### config.mk
export PLATFORM = sky130hd
export DESIGN_NAME = tqvp_sprite_compositor
export DESIGN_NICKNAME = d
export VERILOG_FILES = /design/src/rtl/tqvp_sprite_compositor.sv
export SDC_FILE = /design/constraint.sdc
export NUM_CORES = 2
export LEC_CHECK = 0
export ABC_AREA = 1
export BUFFER_PORTS_ARGS = -buffer_cell sky130_fd_sc_hd__buf_2
export CELL_PAD_IN_SITES_DETAIL_PLACEMENT = 2
export CELL_PAD_IN_SITES_GLOBAL_PLACEMENT = 2
export CORE_ASPECT_RATIO = 0.5
export CORE_MARGIN = 4
export CORE_UTILIZATION = 40
export CTS_BUF_LIST = sky130_fd_sc_hd__clkbuf_4
export DETAILED_ROUTE_END_ITERATION = 8
export PLACE_DENSITY = 0.82
export SYNTH_ARGS = -nofsm -noshare
export SYNTH_HDL_FRONTEND = slang
export SYNTH_SLANG_ARGS = --single-unit
export TNS_END_PERCENT = 5
### constraint.sdc
create_clock -name clk -period 5.42 [get_ports clk]
set_clock_uncertainty 0.2 [all_clocks]
set_input_delay 0.271 -clock clk [delete_from_list [all_inputs] [get_ports clk]]
set_output_delay 0.271 -clock clk [all_outputs]
set_load 0.02 [all_outputs]
### src/rtl/tqvp_sprite_compositor.sv
// tqvp_sprite_compositor: stores NUM_SPRITES attribute/bitmap records, picks up to LINE_SLOTS per line during hblank, draws RGB222 sprite pixels.
// Latency: 1 clk from pix_x to sprite_pixel_on/sprite_rgb; register reads are combinational, writes land on the next clk.
// Backpressure: none, data_ready is tied high. Optional collision detection is built only when SPRITE_COLLISION_EN is defined.
module tqvp_sprite_compositor #(
  parameter int NUM_SPRITES = 8,
  parameter int SPR_W       = 8,
  parameter int SPR_H       = 8,
  parameter int LINE_SLOTS  = 4,
  parameter int COORD_W     = 10,
  parameter int V_LAST      = 524
) (
  input  logic               clk,
  input  logic               reset,
  input  logic [COORD_W-1:0] pix_x,
  input  logic [COORD_W-1:0] pix_y,
  input  logic               visible,
  input  logic               hsync,
  input  logic               vsync,
  input  logic [5:0]         address,
  input  logic [31:0]        data_in,
  input  logic [1:0]         data_write_n,
  input  logic [1:0]         data_read_n,
  output logic [31:0]        data_out,
  output logic               data_ready,
  output logic               sprite_pixel_on,
  output logic [5:0]         sprite_rgb,
  output logic               user_interrupt
);
  localparam int DEPTH  = NUM_SPRITES * SPR_H;
  localparam int BI_W   = (DEPTH > 1) ? $clog2(DEPTH) : 1;
  localparam int PTR_W  = (BI_W > 7) ? BI_W : 7;
  localparam int IDX_W  = (NUM_SPRITES > 1) ? $clog2(NUM_SPRITES) : 1;
  localparam int SLOT_W = $clog2(LINE_SLOTS + 1);
  localparam int ROW_W  = (SPR_H > 1) ? $clog2(SPR_H) : 1;

  typedef enum logic [1:0] {IDLE, CLEAR, SCAN} state_t;

  // register file
  logic [26:0]        attr [NUM_SPRITES];
  logic [SPR_W-1:0]   bmp  [DEPTH];
  logic [PTR_W-1:0]   bmp_ptr;
  logic               frame_pend, overflow, irq_en;
  logic               coll_bit;

  // evaluation state
  state_t             state, state_nxt;
  logic               hsync_q, vsync_q;
  logic [COORD_W-1:0] target;
  logic [IDX_W-1:0]   scan_idx;
  logic [SLOT_W-1:0]  slot_cnt;
  logic               slot_vld [LINE_SLOTS];
  logic [COORD_W-1:0] slot_x   [LINE_SLOTS];
  logic [5:0]         slot_rgb [LINE_SLOTS];
  logic [SPR_W-1:0]   slot_row [LINE_SLOTS];

  // bus decode
  logic        wr_en, st_wr;
  logic [3:0]  word;
  logic [31:0] wmask, wdat;
  logic [BI_W-1:0] ptr_idx;
  logic        ptr_ok;
  logic        unused_ok;

  assign data_ready = 1'b1;
  assign word       = address[5:2];
  assign wr_en      = (data_write_n != 2'b11);
  assign wdat       = data_in & wmask;
  assign st_wr      = wr_en && (word == 4'd14);
  assign ptr_idx    = bmp_ptr[BI_W-1:0];
  assign ptr_ok     = (bmp_ptr < PTR_W'(DEPTH));
  assign user_interrupt = frame_pend & irq_en;
  assign unused_ok  = &{1'b0, address[1:0], wdat[31:27], wmask[31:27]};

  // byte-lane mask grows from bit 0 with the access width
  always_comb begin
    case (data_write_n)
      2'b00:   wmask = 32'h0000_00FF;
      2'b01:   wmask = 32'h0000_FFFF;
      default: wmask = 32'hFFFF_FFFF;
    endcase
  end

  // scan-side lookup of the sprite currently being evaluated
  logic [COORD_W-1:0] dy;
  logic [BI_W-1:0]    scan_bmp_idx;
  logic               hit, slots_full, do_clear, do_scan, ovf_set;
  always_comb begin
    dy           = target - COORD_W'(attr[scan_idx][19:10]);
    hit          = attr[scan_idx][26] && (dy < COORD_W'(SPR_H));
    scan_bmp_idx = BI_W'(scan_idx) * BI_W'(SPR_H) + BI_W'(dy[ROW_W-1:0]);
    slots_full   = (slot_cnt == SLOT_W'(LINE_SLOTS));
  end

  // FSM state register
  always_ff @(posedge clk) begin
    if (reset) state <= IDLE;
    else       state <= state_nxt;
  end

  // FSM next state: hsync rise starts an evaluation, extra edges during CLEAR/SCAN are dropped
  always_comb begin
    state_nxt = state;
    do_clear  = 1'b0;
    do_scan   = 1'b0;
    ovf_set   = 1'b0;
    case (state)
      IDLE:  if (hsync && !hsync_q) state_nxt = CLEAR;
      CLEAR: begin
        do_clear  = 1'b1;
        state_nxt = SCAN;
      end
      SCAN: begin
        do_scan = 1'b1;
        if (hit && slots_full) begin
          ovf_set   = 1'b1;
          state_nxt = IDLE;
        end else if (scan_idx == IDX_W'(NUM_SPRITES - 1)) begin
          state_nxt = IDLE;
        end
      end
      default: state_nxt = IDLE;
    endcase
  end

  // slot loading and target line latch
  always_ff @(posedge clk) begin
    if (reset) begin
      hsync_q  <= 1'b0;
      target   <= '0;
      scan_idx <= '0;
      slot_cnt <= '0;
      for (int s = 0; s < LINE_SLOTS; s++) begin
        slot_vld[s] <= 1'b0;
        slot_x[s]   <= '0;
        slot_rgb[s] <= '0;
        slot_row[s] <= '0;
      end
    end else begin
      hsync_q <= hsync;
      if (do_clear) begin
        target   <= (pix_y == COORD_W'(V_LAST)) ? '0 : pix_y + 1'b1;
        scan_idx <= '0;
        slot_cnt <= '0;
        for (int s = 0; s < LINE_SLOTS; s++) slot_vld[s] <= 1'b0;
      end
      if (do_scan) begin
        scan_idx <= scan_idx + 1'b1;
        if (hit && !slots_full) begin
          slot_cnt <= slot_cnt + 1'b1;
          for (int s = 0; s < LINE_SLOTS; s++) begin
            if (slot_cnt == SLOT_W'(s)) begin
              slot_vld[s] <= 1'b1;
              slot_x[s]   <= COORD_W'(attr[scan_idx][9:0]);
              slot_rgb[s] <= attr[scan_idx][25:20];
              slot_row[s] <= bmp[scan_bmp_idx];
            end
          end
        end
      end
    end
  end

  // per-slot opacity; lowest slot (= lowest sprite index) wins
  logic [COORD_W-1:0] dx;
  logic [SPR_W-1:0]   row_sh;
  logic               any_opq, multi_opq;
  logic [5:0]         win_rgb;
  always_comb begin
    any_opq   = 1'b0;
    multi_opq = 1'b0;
    win_rgb   = '0;
    dx        = '0;
    row_sh    = '0;
    for (int s = LINE_SLOTS - 1; s >= 0; s--) begin
      dx     = pix_x - slot_x[s];
      row_sh = slot_row[s] << dx;
      if (slot_vld[s] && (dx < COORD_W'(SPR_W)) && row_sh[SPR_W-1]) begin
        if (any_opq) multi_opq = 1'b1;
        any_opq = 1'b1;
        win_rgb = slot_rgb[s];
      end
    end
  end

  // registered pixel output stage
  always_ff @(posedge clk) begin
    if (reset) begin
      sprite_pixel_on <= 1'b0;
      sprite_rgb      <= '0;
    end else begin
      sprite_pixel_on <= visible & any_opq;
      sprite_rgb      <= (visible & any_opq) ? win_rgb : 6'd0;
    end
  end

`ifdef SPRITE_COLLISION_EN
  logic collision;
  assign coll_bit = collision;
  // sticky collision flag, a new collision beats a same-cycle clear
  always_ff @(posedge clk) begin
    if (reset) collision <= 1'b0;
    else       collision <= (visible & multi_opq) | (collision & ~(st_wr & wdat[1]));
  end
`else
  logic unused_coll;
  assign coll_bit    = 1'b0;
  assign unused_coll = multi_opq;
`endif

  // bus writes, bitmap pointer and sticky status
  always_ff @(posedge clk) begin
    if (reset) begin
      for (int i = 0; i < NUM_SPRITES; i++) attr[i] <= '0;
      for (int r = 0; r < DEPTH; r++) bmp[r] <= '0;
      bmp_ptr    <= '0;
      irq_en     <= 1'b0;
      frame_pend <= 1'b0;
      overflow   <= 1'b0;
      vsync_q    <= 1'b0;
    end else begin
      vsync_q    <= vsync;
      frame_pend <= (vsync & ~vsync_q) | (frame_pend & ~(st_wr & wdat[0]));
      overflow   <= ovf_set | (overflow & ~(st_wr & wdat[2]));
      if (wr_en) begin
        for (int i = 0; i < NUM_SPRITES; i++)
          if (word == 4'(i)) attr[i] <= (attr[i] & ~wmask[26:0]) | wdat[26:0];
        if (word == 4'd12) bmp_ptr <= wdat[PTR_W-1:0];
        if (word == 4'd13) begin
          if (ptr_ok) bmp[ptr_idx] <= wdat[SPR_W-1:0];
          bmp_ptr <= (bmp_ptr >= PTR_W'(DEPTH - 1)) ? '0 : bmp_ptr + 1'b1;
        end
        if (word == 4'd15) irq_en <= wdat[0];
      end
    end
  end

  // combinational read mux, unimplemented bits and addresses read 0
  always_comb begin
    data_out = '0;
    if (data_read_n != 2'b11) begin
      for (int i = 0; i < NUM_SPRITES; i++)
        if (word == 4'(i)) data_out = {5'b0, attr[i]};
      case (word)
        4'd12:   data_out[PTR_W-1:0] = bmp_ptr;
        4'd13:   if (ptr_ok) data_out[SPR_W-1:0] = bmp[ptr_idx];
        4'd14:   data_out[2:0] = {overflow, coll_bit, frame_pend};
        4'd15:   data_out[0] = irq_en;
        default: ;
      endcase
    end
  end

endmodule

==> impl_metrics.py <==
metrics = {
    "yosys": {
        "synth_cells": 5909,
        "yosys_most_used_dff": "sky130_fd_sc_hd__edfxtp_1",
        "ys_seq_elements": 874,
        "yosysWarnings": 0,
        "synth.yosys.seq_area_share": 0.5298,
        "async_reset_ff_frac": 0,
        "synth_area_per_cell_sq_um": 8.228,
        "ys_types": 50,
        "synth_edf_count": 825,
        "synthTopCellsByArea": "sky130_fd_sc_hd__edfxtp_1 (51%), sky130_fd_sc_hd__nor2_1 (9.8%), sky130_fd_sc_hd__nand2_1 (8.5%), sky130_fd_sc_hd__nand3_1 (6.0%), sky130_fd_sc_hd__o21ai_0 (5.7%)",
        "synthDominantAreaCellType": "sky130_fd_sc_hd__edfxtp_1",
        "synth_top_cell_area_share": 0.5096,
        "syn_area_sq_mm": 0.04862,
    },
    "cts": {
        "worstSkewPairLatency_ps": 1260,
        "clkTransAtPathRegs_ps": 70,
        "clock_path_buffers": 3,
        "post-cts-setup-buffer-count": 0,
        "cts_h_tree_lvls": 4,
        "clock_sink_count": 874,
        "cts_root_buffer": "sky130_fd_sc_hd__clkbuf_4",
        "tritoncts.num_buffers": 213,
        "tritoncts_clock_tree": "done",
    },
    "outcome": {
        "outcome": "finished, violations left",
        "violated_checks": "setup timing",
    },
    "floorplanning": {
        "chipWidth_microns": 501.0,
        "rows": 90,
        "die_y_microns": 254.5,
        "num_io_pins": 108,
        "core-area_sq_mm": 0.1206,
        "initial_core_util": 0.4031,
        "area_of_the_die_sq_mm": 0.1275,
    },
    "cells_and_area": {
        "layout.cells.most_common": "sky130_fd_sc_hd__nor2_1",
        "area_growth_from_synthesis_to_layout_pct": 14.30,
        "stdcell_count": 7936,
        "multiInputGateArea_sq_mm": 0.02007,
        "layout.nets": 6281,
        "finalCoreUtilization": 0.4607,
        "commonest_cells_after_routing_fill_and_taps_aside": "sky130_fd_sc_hd__nor2_1 (1,259), sky130_fd_sc_hd__nand2_1 (1,094), sky130_fd_sc_hd__edfxtp_1 (825)",
        "seqCellArea_sq_mm": 0.02577,
        "drive_gt1_frac": 0.1135,
        "nFillCells": 13340,
    },
    "sta": {
        "rsz0062_at_grt": "true",
        "timing.final.crit_period_ps": 5465,
        "tightestPinTransition_ps": 1366,
        "max_freq_mhz": 183.0,
        "finalSetupViolations": 1,
        "worst_slack_setup_final_ps": -45.12,
        "post-route-period-util": 1.008,
        "relSlewSlack": 0.08598,
        "hold_viol": 0,
        "slew_viol_final": 0,
    },
    "place": {
        "routabilityCongestion": 0.8968,
        "numPlacedInstances": 7408,
        "io_buffer_count": 94,
        "dp.final_hpwl_microns": 147500,
    },
    "worst_setup_path": {
        "crit_path_start_kind": "flip-flop",
        "worst-setup-path-type": "reg2out",
        "worstPathMaxFanout": 32,
        "setup.worst_path.end_class": "output port",
        "worstPathArrival_ps": 4990,
        "cp_data_required_time_ps": 4950,
    },
    "route": {
        "detail_route.wirelength_microns": 248100,
        "detail_route.iter0.violations": 5272,
        "drtAntennaViolNets": 0,
        "via_count": 50220,
        "drc_errors": 0,
        "post_drt_via_cell_ratio": 6.328,
        "drtPass1Iterations": 6,
        "wire_per_inst_microns": 31.27,
    },
    "global_route": {
        "first_global_vias": 54520,
        "overflow": 0,
        "grtUsageTotal": 0.3796,
        "grt_antenna_before_repair": 16,
        "grt_pass1_wl_microns": 360500,
        "grt_max_degree": 125,
    },
    "power_and_ir_drop": {
        "power.ir.vdd_worst_v": 0.0005250,
        "leakagePower_nw": 22.15,
        "power.density_mw_per_mm2": 426.0,
    },
    "worst_hold_path": {
        "worst_hold_path_type": "in2reg",
    },
    "flow_run": {
        "max_cap_violations": 0,
    },
}
[critical path, stage by stage (launching register included)]
cell	delay, ps
sky130_fd_sc_hd__dfxtp_4	780
sky130_fd_sc_hd__inv_4	290
sky130_fd_sc_hd__buf_12	280
sky130_fd_sc_hd__buf_12	180
sky130_fd_sc_hd__nand3_1	110
sky130_fd_sc_hd__nand3_1	120
sky130_fd_sc_hd__nand3_1	150
sky130_fd_sc_hd__nand3_1	170
sky130_fd_sc_hd__nand3_1	250
sky130_fd_sc_hd__nand3_1	310
sky130_fd_sc_hd__a41oi_1	730
sky130_fd_sc_hd__buf_2	300
[flip-flops by register name, summed over array words and instances, names as in the netlist, 4 cells and up, named ones only]
signal,cells
attr,216
slot_rgb,24
slot_row,32
slot_vld,4
bmp_ptr,7
slot_x,40
sprite_rgb,6
target,10
bmp,512
[synth_stat cells, drive strengths merged, types with 9 or more instances]
library cell,instances
clkbuf,322
nand2,1121
ha,58
a221oi,17
nand3b,13
o211ai,72
o2111ai,19
nor3b,42
nand3,581
o22ai,106
xor2,10
o21ai,552
dfxtp,49
inv,362
nand4,47
xnor2,9
edfxtp,825
nor3,11
nor2,1278
buf,77
a21oi,271
o221ai,21
[cell type report]
class | count | area share
sequential | 874 | 0.4638
multi-input combinational | 4272 | 0.3612
inverter | 368 | 0.02551
clock buffer | 319 | 0.04310
tap | 1610 | 0.03625
antenna | 10 | 0.0004503
clock inverter | 61 | 0.006102
timing repair buffer | 422 | 0.06363
[routing by layer]
metal	wire [microns]	vias to the layer above	share of wire	global-route usage
met3	26020	1000	0.10	0.1075
met2	114400	3012	0.46	0.6241
met4	15430	16	0.062	0.2171
met1	92030	25410	0.37	0.4500
li1	-	20780	-	-
met5	218	-	0.00088	0
[power by group]
group	switching (mW)	internal, mW
combinational	7.06	2.49
clock	3.39	2.82
sequential	0.241	7.66
total	10.7	13.0
[path summary, 6_finish.rpt]
path	to	depth (start not counted)	from	slack [ps]
setup reg to reg	slot_x[0][1]$_SDFFCE_PN0P_	22	flip-flop	30
hold / removal	sprite_rgb[0]$_SDFF_PP0_	12	pix_x[4]	120
setup / recovery	data_out[5]	11	flip-flop	-50
hold reg to reg	frame_pend$_SDFF_PP0_	1	vsync_q$_SDFF_PP0_	250
[timing repair]
item                                   in CTS  in global routing
hold buffers                              138                  0
resized for setup                           0                 10
endpoints found under the hold margin     430                  0
setup endpoints to repair                   0                157
[cells by family (layout without fill, tap and decap cells)]
group | Yosys count | count (layout) | share of synthesized area
AND/OR/NAND/NOR | 3096 | 3096 | 0.2637
AO/OA/AOI/OAI | 1088 | 1088 | 0.1250
flip-flops | 874 | 874 | 0.5298
buffers and inverters | 767 | 1170 | 0.06097
adder cells (fa/ha/maj) | 63 | 63 | 0.01699
XOR/XNOR | 19 | 19 | 0.003423
other | 2 | 16 | 0.0001545
[metrics by stage]
step	instance area [sq um]	total power [mW]	TNS [ps]	hold slack (ps)	worst slack, ps
2_1_floorplan	48630	12.76	0	178.1	1007
3_3_place_gp	51380	16.36	0	217.4	575.2
3_5_place_dp	51380	16.81	0	225.3	444.5
4_1_cts	55500	22.84	0	17.61	49.06
5_1_grt	55550	24.37	-198.3	124.1	-23.15
6_report	55570	23.67	-45.12	118.6	-45.12
Note: power is estimated with default switching activity, not from simulation.
